$ cat src/rtl/mem_port_arbiter.sv
// Shares one main-memory block port between the icache and dcache miss handlers.
// Optional performance counters are compiled in when MEM_ARB_PERF_CNT_EN is defined.
module mem_port_arbiter #(
  parameter int ADDR_W      = 28,
  parameter int BLOCK_W     = 128,
  parameter int MAX_D_BURST = 4
) (
  input  logic               clk,
  input  logic               reset,
  input  logic               i_req,
  input  logic [ADDR_W-1:0]  i_addr,
  output logic [BLOCK_W-1:0] i_rdata,
  output logic               i_ack,
  input  logic               d_req,
  input  logic               d_we,
  input  logic [ADDR_W-1:0]  d_addr,
  input  logic [BLOCK_W-1:0] d_wdata,
  output logic [BLOCK_W-1:0] d_rdata,
  output logic               d_ack,
  output logic               mem_read,
  output logic               mem_write,
  output logic [ADDR_W-1:0]  mem_addr,
  output logic [BLOCK_W-1:0] mem_writedata,
  input  logic [BLOCK_W-1:0] mem_readdata,
  input  logic               mem_busywait
`ifdef MEM_ARB_PERF_CNT_EN
  ,
  output logic [31:0]        perf_i_grants,
  output logic [31:0]        perf_d_grants,
  output logic [31:0]        perf_wait_cycles
`endif
);

  typedef enum logic [1:0] {IDLE, GRANT_I, GRANT_D, DONE} state_t;

  state_t     state_reg;
  logic       issue_reg;
  logic [3:0] burst_reg;
  logic       burst_full;
  logic       grant_d_sel;
  logic       grant_i_sel;

  // Data wins ties until the icache has watched MAX_D_BURST data grants go by.
  assign burst_full  = (burst_reg == 4'(MAX_D_BURST));
  assign grant_d_sel = d_req && !(i_req && burst_full);
  assign grant_i_sel = i_req && !grant_d_sel;

  always_ff @(posedge clk) begin
    if (reset) begin
      state_reg     <= IDLE;
      issue_reg     <= 1'b0;
      burst_reg     <= '0;
      mem_read      <= 1'b0;
      mem_write     <= 1'b0;
      mem_addr      <= '0;
      mem_writedata <= '0;
      i_ack         <= 1'b0;
      d_ack         <= 1'b0;
      i_rdata       <= '0;
      d_rdata       <= '0;
    end else begin
      i_ack <= 1'b0;
      d_ack <= 1'b0;
      case (state_reg)
        IDLE: begin
          if (!i_req) burst_reg <= '0;
          if (grant_d_sel) begin
            state_reg     <= GRANT_D;
            issue_reg     <= 1'b1;
            mem_read      <= !d_we;
            mem_write     <= d_we;
            mem_addr      <= d_addr;
            mem_writedata <= d_wdata;
            if (i_req) burst_reg <= burst_reg + 4'd1;
          end else if (grant_i_sel) begin
            state_reg <= GRANT_I;
            issue_reg <= 1'b1;
            mem_read  <= 1'b1;
            mem_write <= 1'b0;
            mem_addr  <= i_addr;
            burst_reg <= '0;
          end
        end
        GRANT_I, GRANT_D: begin
          // busywait is not yet meaningful in the cycle the strobe is first issued
          issue_reg <= 1'b0;
          if (!issue_reg && !mem_busywait) begin
            mem_read  <= 1'b0;
            mem_write <= 1'b0;
            state_reg <= DONE;
            if (state_reg == GRANT_I) begin
              i_rdata <= mem_readdata;
              i_ack   <= 1'b1;
            end else begin
              if (mem_read) d_rdata <= mem_readdata;
              d_ack <= 1'b1;
            end
          end
        end
        DONE:    state_reg <= IDLE;
        default: state_reg <= IDLE;
      endcase
    end
  end

`ifdef MEM_ARB_PERF_CNT_EN
  always_ff @(posedge clk) begin
    if (reset) begin
      perf_i_grants    <= '0;
      perf_d_grants    <= '0;
      perf_wait_cycles <= '0;
    end else begin
      if (state_reg == IDLE && grant_i_sel) perf_i_grants <= perf_i_grants + 32'd1;
      if (state_reg == IDLE && grant_d_sel) perf_d_grants <= perf_d_grants + 32'd1;
      if ((i_req && state_reg != GRANT_I) || (d_req && state_reg != GRANT_D))
        perf_wait_cycles <= perf_wait_cycles + 32'd1;
    end
  end
`endif

endmodule

$ cat config.mk
export PLATFORM = sky130hd
export DESIGN_NAME = mem_port_arbiter
export DESIGN_NICKNAME = d
export VERILOG_FILES = /design/src/rtl/mem_port_arbiter.sv
export SDC_FILE = /design/constraint.sdc
export NUM_CORES = 1
export LEC_CHECK = 0
export ABC_AREA = 1
export ABC_CLOCK_PERIOD_IN_PS = 1600
export BUFFER_PORTS_ARGS = -buffer_cell sky130_fd_sc_hd__buf_4
export CORE_AREA = 2 2 289 291
export DETAILED_ROUTE_END_ITERATION = 6
export DIE_AREA = 0 0 291 293
export SYNTH_ARGS = -nofsm -noshare
export SYNTH_HDL_FRONTEND = slang
export SYNTH_SLANG_ARGS = --single-unit
export TNS_END_PERCENT = 5
$ cat constraint.sdc
create_clock -name clk -period 1.6 [get_ports clk]
set_input_delay 0.08 -clock clk [delete_from_list [all_inputs] [get_ports clk]]
set_output_delay 0.08 -clock clk [all_outputs]
set_load 0.05 [all_outputs]
==> results by group <==
Status
  • Status: finished, violations left
  • Failing checks: negative setup slack

Synth
  • Synth Register Bits: 423
  • Xor/xnor share of the synthesized area: 0
  • Ys Warns: 0
  • Post-synthesis cell area: 15900 sq um
  • Combinational family with the most area after synthesis: simple AND/OR/NAND/NOR gates
  • Syn_nets: 2365
  • Sequential area share after synthesis: 0.534
  • Synth Area in Compound Gates: 0.125
  • Post-synthesis adder-cell area fraction: 0.00316
  • Syn avg cell area: 7.76 sq um
  • Synth Area in Simple Gates: 0.271
  • Synth area leaders: dfxtp_1 53%, nand3_1 14%, a21oi_1 12%, nand2_1 11%, buf_2 2.7%
  • Syn Inst Count: 2043
  • Post-synthesis mux area share: 0
  • Yosys cell types: 22
  • Post-synth top area share: 0.534
  • Leading area contributor after synthesis: dfxtp_1

Clocking
  • H-tree levels: 2
  • Clock Pin Slew Worst Setup and Hold Paths: 0.06 ns
  • Max Root-Sink Buffers: 3
  • Num CTS Buffers: 49
  • Clk_lat worst skew: 0.59 ns
  • Clk sink count: 423
  • CTS root buf: clkbuf_16
  • CTS tree: built

Global route
  • First-pass GRT wire length: 105000 um
  • Antenna violations before repair: 1
  • Largest net degree at the start of global routing: 95
  • Tot GR Track Use: 0.155
  • Number of global-route vias before repair: 18200
  • Total gr overflow: 0

Detailed routing
  • Routed WL: 73600 um
  • Avg Vias per Cell: 4.44
  • DR iter-0 viols: 1017
  • DRT Pass-1 Iters: 5
  • DRC viols: 0
  • Detail Route Antenna Nets: 0
  • Wire length per cell: 17.5 um
  • Via Count: 18700

Setup path
  • Crit path kind: reg2reg
  • Arrival @ worst endpoint: 2.26 ns
  • FF-to-FF Start: state_reg[1]$_SDFFE_PP0P_
  • Critical path peak fanout: 16
  • R2R depth: 9
  • Worst setup SP type: flip-flop
  • RR Endpoint: i_rdata[24]$_SDFFE_PP0P_
  • Critical Path Sink Type: flip-flop
  • WP data required: 2.11 ns
  • Reg2Reg Setup Slack: -0.15 ns

Placed design
  • DP HPWL: 48400 um
  • Routability cong.: 0.835
  • Post-placement cell count: 3773
  • PortBufs: 733
  • DP Area: 23200 sq um

Final layout
  • Post-route cell area: 28900 sq um
  • Fillcell total: 8285
  • Layout cells sized above 1: 0.332
  • Syn-to-layout area delta: 82.3%
  • Antenna Cells: 0
  • Biggest regs: d_rdata (128), i_rdata (128), mem_writedata (128)
  • Commonest cells after routing, fill and taps aside: 805 x buf_4, 450 x nand2_1, 426 x nand3_1
  • Final net count: 3418
  • Final non-filler cell total: 4202
  • Core Util, Final: 0.353
  • Commonest non-fill, non-tap cell in the layout: buf_4

STA
  • Slew Viols, Final: 0
  • Final worst slack: -0.149 ns
  • Final setup vio count: 243
  • RSZ-0062 raised after global routing: true
  • Clock Skew: 0.0248 ns
  • Max Freq: 572 MHz
  • Rel. slew slack: 0.649
  • Final min period: 1.75 ns
  • Fin crit share: 1.09
  • Final setup TNS: -16.12 ns
  • Final Hold Fails: 0
  • Worst Tran Pin Value: 0.526 ns

Die
  • Starting Density: 0.194
  • Io pins: 734
  • # rows: 105
  • Die footprint: 85300 sq um
  • Chip height: 293 um
  • Core area: 81800 sq um
  • Die X: 291 um

Power and ir drop
  • Pwr Density: 1420 nW/um^2
  • Pleak: 12.1 nW
  • Peak supply drop: 0.904 mV
  • Overall Power: 41.0 mW

Worst hold path
  • HP Start: d_wdata[56]
  • Worst-case hold path end point: mem_writedata[56]$_SDFFE_PP0P_
  • Hold/Removal Path Class: in2reg
  • Worst hold stages: 4

Flow run
  • Max_cap viols: 0
==> layout make-up <==
type                    count  area (sq um)  area share
clock inverters            11           113     0.00390
flip-flops and latches    423          8470       0.293
clock buffers              76          1500      0.0519
repair buffers           1192         10600       0.367
inverters                  45           171     0.00593
well taps                1070          1340      0.0463
multi-input cells        1385          6690       0.231
==> metal layers <==
| metal | wire [um] | part of all wire | up-vias | global-route usage |
|---|---|---|---|---|
| met3 | 6170 | 0.084 | 168 | 0.0456 |
| li1 | - | - | 8948 | - |
| met2 | 35100 | 0.48 | 903 | 0.265 |
| met4 | 3890 | 0.053 | 2 | 0.0826 |
| met5 | 13 | 0.00018 | - | 0 |
| met1 | 28400 | 0.39 | 8637 | 0.175 |
==> worst max-delay path, cell delays in order, from the launching register on <==
cell,delay (ns)
dfxtp_2,0.33
inv_2,0.05
ha_4,0.27
inv_4,0.04
nor2_4,0.15
buf_12,0.18
clkbuf_16,0.20
clkbuf_16,0.18
nand3_1,0.09
a21oi_1,0.17
==> worst max path at each step <==
| stage | startpoint | to | cells past startpoint |
|---|---|---|---|
| finish | state_reg[1]$_SDFFE_PP0P_ | i_rdata[24]$_SDFFE_PP0P_ | 9 |
| global route | state_reg[1]$_SDFFE_PP0P_ | d_rdata[111]$_SDFFE_PP0P_ | 10 |
| CTS | state_reg[1]$_SDFFE_PP0P_ | i_rdata[114]$_SDFFE_PP0P_ | 9 |
| detailed placement | state_reg[1]$_SDFFE_PP0P_ | d_rdata[32]$_SDFFE_PP0P_ | 9 |
| global placement | state_reg[1]$_SDFFE_PP0P_ | d_rdata[34]$_SDFFE_PP0P_ | 9 |
| floorplan | mem_read$_SDFFE_PP0P_ | d_rdata[107]$_SDFFE_PP0P_ | 6 |
==> cell families (layout without fill, tap and decap cells) <==
kind of cell / count (synthesis) / count (layout)
and+or+nand+nor: 985 / 985
DFF: 423 / 423
AOI/OAI and AO/OA: 396 / 396
buffers and inverters: 235 / 1324
adders and majority gates: 4 / 4
==> synthesized netlist by cell type <==
cell and n:
ha_1 4, buf_6 1, nand2_2 1, clkbuf_1 79, nand3b_1 2, buf_2 84
nand3_2 1, nand2_1 463, nor2_1 66, a21oi_1 393, inv_1 42, nor2_2 2
o21ai_0 2, nand4_1 2, inv_2 3, buf_1 9, nand3_1 446, buf_4 17
o21ai_1 1, nor2_4 1, dfxtp_1 423, nor4_1 1
==> metrics by stage <==
| step | setup slack [ns] | hold slack, ns |
|---|---|---|
| 2_1_floorplan | 0.0125 | 0.241 |
| 3_3_place_gp | -0.133 | 0.358 |
| 5_1_grt | -0.207 | 0.302 |
| 6_report | -0.149 | 0.326 |
| 3_5_place_dp | -0.155 | 0.363 |
| 4_1_cts | -0.127 | 0.267 |
==> power breakdown <==
part           switching (mW)  internal, mW  leakage (nW)
logic                    11.0          6.02          7.83
registers               0.790          11.9          3.44
clock network            4.64          6.59         0.796
total                    16.5          24.5          12.1
==> what timing repair did <==
action | 4_1_cts | 5_1_grt
buffers inserted | 1 | 9
pin swaps | 66 | 46
cloned | 0 | 15
endpoints found under the setup margin | 374 | 415
hold buffers | 317 | 0
hold endpoints to repair | 423 | 0
resized for setup | 18 | 95
No activity file was read; power rests on OpenSTA's default activity.
